**src/rtl/echo_detector.sv**
```systemverilog
// echo_detector: magnitude threshold echo detector with blanking, run confirmation, peak hold and timeout
module echo_detector #(
  parameter int n       = 16,
  parameter int CW      = 16,
  parameter int CONFIRM = 2
) (
  input  logic          clk,
  input  logic          rstn,
  input  logic          en,
  input  logic          start,
  input  logic          valid_i,
  input  logic [n-1:0]  data_i,
  input  logic [n-1:0]  threshold,
  input  logic [CW-1:0] blank_len,
  input  logic [CW-1:0] max_count,
  output logic [CW-1:0] tof_o,
  output logic [n-1:0]  peak_o,
  output logic          detect_o,
  output logic          timeout_o,
  output logic          busy_o
);
  typedef enum logic [1:0] {IDLE, BLANK, LISTEN, DONE} state_t;
  state_t        state;
  logic [n-1:0]  mag, abs_d;
  logic          mag_v, active, listen, hit, confirm, last;
  logic [CW-1:0] idx, cand, idx_nx;
  logic [3:0]    run, run_nx;
  always_comb begin
    abs_d   = data_i[n-1] ? -data_i : data_i;
    active  = mag_v && (state == BLANK || state == LISTEN);
    listen  = active && (state == LISTEN || idx >= blank_len);
    hit     = mag >= threshold;
    run_nx  = hit ? run + 4'd1 : 4'd0;
    confirm = hit && run_nx == 4'(CONFIRM);
    last    = max_count != '0 && idx == max_count - CW'(1);
    idx_nx  = &idx ? idx : idx + CW'(1);
  end
  // start has priority over the sample in flight, so that sample is discarded
  always_ff @(posedge clk) begin
    if (!rstn) begin
      state     <= IDLE;
      mag       <= '0;
      mag_v     <= 1'b0;
      idx       <= '0;
      cand      <= '0;
      run       <= '0;
      tof_o     <= '0;
      peak_o    <= '0;
      detect_o  <= 1'b0;
      timeout_o <= 1'b0;
      busy_o    <= 1'b0;
    end else begin
      detect_o <= 1'b0;
      mag      <= abs_d;
      mag_v    <= en && !start && valid_i;
      if (!en) begin
        state  <= IDLE;
        busy_o <= 1'b0;
      end else if (start) begin
        state     <= BLANK;
        idx       <= '0;
        peak_o    <= '0;
        run       <= '0;
        timeout_o <= 1'b0;
        busy_o    <= 1'b1;
      end else if (active) begin
        idx <= idx_nx;
        if (listen) begin
          state <= LISTEN;
          run   <= run_nx;
          if (mag > peak_o) peak_o <= mag;
          if (hit && run == '0) cand <= idx;
          if (confirm) begin
            tof_o    <= run == '0 ? idx : cand;
            detect_o <= 1'b1;
            busy_o   <= 1'b0;
            state    <= DONE;
          end else if (last) begin
            tof_o     <= '1;
            timeout_o <= 1'b1;
            busy_o    <= 1'b0;
            state     <= DONE;
          end
        end
      end
    end
  end
endmodule

```
**config.mk**
```make
export PLATFORM = sky130hd
export DESIGN_NAME = echo_detector
export DESIGN_NICKNAME = d
export VERILOG_FILES = /design/src/rtl/echo_detector.sv
export SDC_FILE = /design/constraint.sdc
export NUM_CORES = 1
export LEC_CHECK = 0
export CORE_ASPECT_RATIO = 0.7
export CORE_MARGIN = 3
export CORE_UTILIZATION = 55
export CTS_CLUSTER_DIAMETER = 50
export DETAILED_ROUTE_END_ITERATION = 10
export GPL_ROUTABILITY_DRIVEN = 0
export GPL_TIMING_DRIVEN = 0
export MAX_ROUTING_LAYER = met4
export PLACE_DENSITY = 0.92
export SYNTH_ARGS = -nofsm -noshare
export SYNTH_HDL_FRONTEND = slang
export SYNTH_SLANG_ARGS = --single-unit
```
**constraint.sdc**
```tcl
create_clock -name clk -period 4.9 [get_ports clk]
set_clock_uncertainty 0.15 [all_clocks]
set_input_delay 0.98 -clock clk [delete_from_list [all_inputs] [get_ports clk]]
set_output_delay 0.98 -clock clk [all_outputs]
set_load 0.1 [all_outputs]
```
==> results.yml <==
run_status:
  status: "finished, final reports clean"
finish:
  fin_nets: 962
  drive_gt1_share_pct: 5.45
  fin_cells: 976
  final_util_pct: 71.1
  fillers: 779
  multi_input_area_um2: 3680
  seqCellArea_um2: 1800
  final_area_um2: 7390
  area_growth_syn_to_layout_pct: 24.9
  antennaDiodeCount: 0
sta:
  setup_violations: 0
  hold_violations: 0
  slew_headroom_pct: 29.3
  setup_tns_ns: 0
  tightestPinTransition_ns: 1.06
  rsz0062_at_grt: "false"
  slew_violations: 0
  fmax_mhz: 237
  finalCritPeriodShare_pct: 86.1
  fin_crit_ns: 4.22
global_route:
  grt_pass1_wl_um: 26700
  grt_max_degree: 19
  overflow: 0
  antenna_found_initial: 0
  grt_pass1_vias: 5523
  track_usage_pct: 28.5
die:
  core_um2: 10400
  fp.dieW_um: 130
  dieArea_um2: 12100
  rows: 31
  die_y_um: 92.8
  io_pins: 104
  start_util_pct: 56.9
place:
  dp.cells: 960
  dpl.hpwl_um: 12400
  post_dp_cell_area_um2: 7090
  io_buffers: 101
logic_synthesis:
  yosys_warnings: 0
  synth_edf_count: 0
  synth_common_cells: "dfxtp_1 (90), nand2_1 (82), inv_1 (74), ha_1 (54), o21ai_0 (40)"
  synth_flop_cell: "dfxtp_1"
  synth_nets: 850
  async_flop_share_pct: 0
  netlist.top_cell.by_area: "dfxtp_1"
  syn_inst: 727
  avgSynthCellArea_um2: 8.14
  synth_seq_cells: 90
  synth.distinct_cells: 58
  netlist_area_um2: 5920
  synth-seq-area-share_pct: 30.5
  synth_top_cell_area_share_pct: 30.5
  synth_area_leaders: "dfxtp_1 (30%), ha_1 (11%), mux2i_1 (5.8%)"
  synth.most_common_cell: "dfxtp_1"
job:
  drv_cap: 0
critical_path:
  crit_slowest_cell: "o21ai_1"
  cp-end-kind: "register"
  cp_data_required_time_ns: 4.96
  critPathMaxStageDelay_ns: 0.57
  critPathMaxFanout: 10
  crit_arrival_ns: 4.28
  critPathKind: "in2reg"
  worst_setup_path_start_kind: "primary input"
  cp_cell_sequence: "clkdlybuf4s50_1 -> inv_1 -> ha_1 -> nand4_1 -> or4_1 -> o21ai_1 -> o21a_1 -> nand3_1 -> clkbuf_1 -> mux2i_1"
clock_tree:
  cts-root-buf: "clkbuf_16"
  htreeDepth: 3
  clock_latency_ns: 0.36
  max-clock-path-buffers: 2
  hold_buffers: 0
  numCtsBuffers: 9
  cts_tree: "yes"
  cts.sink_count: 90
  postCtsSetupBuffers: 0
  ctsResizeCount: 0
  clk_pin_slew_ns: 0.08
hold_path:
  hold_class: "reg2reg"
drt:
  drc: 0
  wl_per_cell_um: 16.8
  drtPass1Iterations: 5
  routed_wl_um: 16300
  drt-initial-drc-count: 588
  ant_nets: 0
  via_count: 5684
  vias_per_cell: 5.82
power_and_ir_drop:
  p_total_mw: 1.76
  power_leakage_nw: 2.89
  ir_drop_mv: 0.191
  power_density_nw_per_um2: 238
-- stage by stage --
stage	worst slack, ns	hold slack (ns)
after floorplan	1.34	0.282
after global placement	0.420	0.293
after detailed placement	0.362	0.299
after CTS	0.720	0.309
after global routing	0.430	0.325
final	0.681	0.311
-- metal layers --
| metal | share of wire, % | global-route usage [%] | up-vias |
|---|---|---|---|
| li1 | - | - | 2766 |
| met1 | 46 | 38.9 | 2604 |
| met2 | 43 | 42.0 | 286 |
| met3 | 10 | 7.95 | 28 |
| met4 | 1.4 | 6.57 | 0 |
| met5 | 0 | - | - |
-- final timing paths --
check	startpoint	cells after the start	slack, ns	end
worst max register to register	state[0]	9	1.29	peak_o[6]
worst min-delay path	tof_o[9]	2	0.31	tof_o[9]
worst min register to register	tof_o[9]	2	0.31	tof_o[9]
worst max-delay path	blank_len[13]	10	0.68	peak_o[6]
-- registers in the layout, indices dropped and copies added, names as in the netlist --
| name | count |
|---|---|
| cand | 16 |
| idx | 16 |
| mag | 16 |
| peak_o | 16 |
| tof_o | 16 |
| run | 4 |
| state | 2 |
| busy_o | 1 |
| detect_o | 1 |
| mag_v | 1 |
| timeout_o | 1 |
-- logic make-up after synthesis --
kind of cell | after synthesis | share of synthesized area, %
and+or+nand+nor | 255 | 22.6
muxes | 48 | 8.42
buffers and inverters | 111 | 7.36
xor gates and xnor gates | 45 | 6.66
adders and majority gates | 54 | 11.4
AOI/OAI and AO/OA | 124 | 13.1
DFF | 90 | 30.5
-- cells in the final DEF (no fill, tap or decap), types with 29 or more instances in the layout --
cell	n
clkdlybuf4s50_1	101
dfxtp_1	90
nand2_1	82
inv_1	74
ha_1	54
o21ai_0	40
nand3_1	37
mux2i_1	34
clkbuf_1	30
xnor2_1	30
nor2_1	29
-- power breakdown --
part	internal, mW	total (mW)	switching [mW]
registers	0.745	0.761	0.0156
clock network	0.358	0.695	0.337
logic	0.135	0.299	0.164
total	1.24	1.76	0.516
-- critical path, delay by kind of cell --
kind | cells | cell delay, ns
buf+inv | 3 | 0.93
simple gates | 3 | 1.02
compound gates | 2 | 0.84
fa+ha+maj | 1 | 0.29
mux | 1 | 0.22
-- layout make-up --
cell class	count	share of cell area, %
inverter	74	3.76
clock buffer	9	3.05
clock inverter	7	0.965
tap	132	2.24
timing repair buffer	101	13.7
buffer	37	2.13
sequential	90	24.4
multi-input combinational	526	49.8
Note: power is estimated with default switching activity, not from simulation.
==> RTL edit (config.mk and constraints unchanged) <==
The 4 states of `state_t` get a Gray code encoding in 2 bits.
--- a/src/rtl/echo_detector.sv
+++ b/src/rtl/echo_detector.sv
@@ -21,3 +21,3 @@
 );
-  typedef enum logic [1:0] {IDLE, BLANK, LISTEN, DONE} state_t;
+  typedef enum logic [1:0] {IDLE = 2'b00, BLANK = 2'b01, LISTEN = 2'b11, DONE = 2'b10} state_t;
   state_t        state;
Function: same outputs for any inputs over 4 cycles, from zero or initial values and one cycle with rstn low; so few cycles prove little.
==> RTL edit against the unedited design <==
- area after synthesis is 2.6% lower
- combinational power is 23% lower
- final cell count is 1.1% lower
- total power is 1.7% higher
- via count is 2.7% higher
- wire length is 3.9% higher
- die area is 2.5% lower
- sequential cell count stayed put
- cell area is 1.4% lower
- utilization is 2.2 points higher
- non-clock buffer count is 3 higher
- setup slack worse by 370 ps
- critical path type unchanged
- critical endpoint is now tof_o[6]
- largest power group is now clock
- highest routed layer unchanged
==> RTL edit: results (changes against the unedited design) <==
The flow ran to the end, and the final reports show no timing, DRC or antenna violations. The fill cell total of the finished layout is 680 (-13%). The global routing usage on met1 came out at 41.85% (+2.9 points). The worst-case reg-to-reg path depth was 10 (+1). The worst setup path endpoint is tof_o[6].

The net switching component of the power was 0.0004302 W (-17%); the final worst slack was 305.9 ps (-374.9 ps). The register clock-pin slew on the reported worst setup and hold paths works out to 60 ps (-20 ps). The end of the worst hold path was cand[2]. The met3 usage in global routing is 4.482% (-3.5 points), and the fraction of the mapped netlist area in adder cells is 11.51% (+0.088 points).

For the detailed router's first-iteration violation count, the log shows 615 (+4.6%). On the critical path, the stage with the largest delay is an instance of sky130_fd_sc_hd__clkdlybuf4s50_1. The wire length of the first global-routing pass came out at 27610 µm (+3.2%). Worst slew margin relative to its limit: 31.70% (+2.4 points). The overall die area came out at 11760 µm² (-2.5%). The fraction of cell area in non-clock buffers is 16.31% (+0.49 points). The switching part of the total power works out to 24.11% (-5.3 points). The logs give 0.2281 mV (+20%) for the peak supply drop and 340 ps (-20 ps) for the source-to-sink clock delay at the later pin of the worst-skew pair. The setup slack on the worst flop-to-flop path is 1110 ps (-180 ps).

The endpoint identified for the worst register-to-register timing path is peak_o[15]. Fraction of synthesized area in multiplexers: 3.149% (-5.3 points). Routed wire length per instance: 17.60 µm (+5.1%). The reported sequential group power is 0.000760 W (about the same), and the layout multi-input combinational cell count is 529 (+0.57%). The growth of design area from synthesis to finish was 26.47%.

The commonest cells after synthesis are 101 x sky130_fd_sc_hd__nor2_1, 90 x sky130_fd_sc_hd__dfxtp_1, 61 x sky130_fd_sc_hd__inv_1, 58 x sky130_fd_sc_hd__nand2_1, 53 x sky130_fd_sc_hd__ha_1. The tools report the net count of the mapped netlist as 841 (-1.1%).
-- RTL edit: changes by cell type in the layout (fill, tap and decap cells not counted), moves of 9 or more --
cell / unedited run / this run
sky130_fd_sc_hd__a31oi_1: 21 / 0
sky130_fd_sc_hd__and2_1: 14 / 3
sky130_fd_sc_hd__inv_1: 74 / 61
sky130_fd_sc_hd__mux2_2: 14 / 1
sky130_fd_sc_hd__mux2i_1: 34 / 17
sky130_fd_sc_hd__nand2_1: 82 / 58
sky130_fd_sc_hd__nand3_1: 37 / 28
sky130_fd_sc_hd__nor2_1: 29 / 101
sky130_fd_sc_hd__o221a_1: 0 / 10
sky130_fd_sc_hd__xnor2_1: 30 / 19
sky130_fd_sc_hd__xor2_1: 15 / 24
-- RTL edit: cell families after synthesis --
family / Yosys count
compound gates: 138
mux: 18
buf+inv: 100
xor+xnor: 43
fa+ha+maj: 53
flops: 90
simple gates: 277
-- RTL edit: metal layers --
layer  up-vias  wire [µm]
met5         -          0
met4         0        316
met3        46       1860
met2       343       7444
met1      2699       7361
li1       2747          -
-- RTL edit: worst reg2reg max path, cell delays in order, from the launching register on --
cell	delay, ps
sky130_fd_sc_hd__dfxtp_1	480
sky130_fd_sc_hd__inv_1	130
sky130_fd_sc_hd__ha_1	320
sky130_fd_sc_hd__nand2b_1	170
sky130_fd_sc_hd__a211oi_1	90
sky130_fd_sc_hd__o211a_1	230
sky130_fd_sc_hd__o21ai_0	520
sky130_fd_sc_hd__nand2_1	300
sky130_fd_sc_hd__nor3_2	660
sky130_fd_sc_hd__buf_2	430
sky130_fd_sc_hd__mux2i_1	240
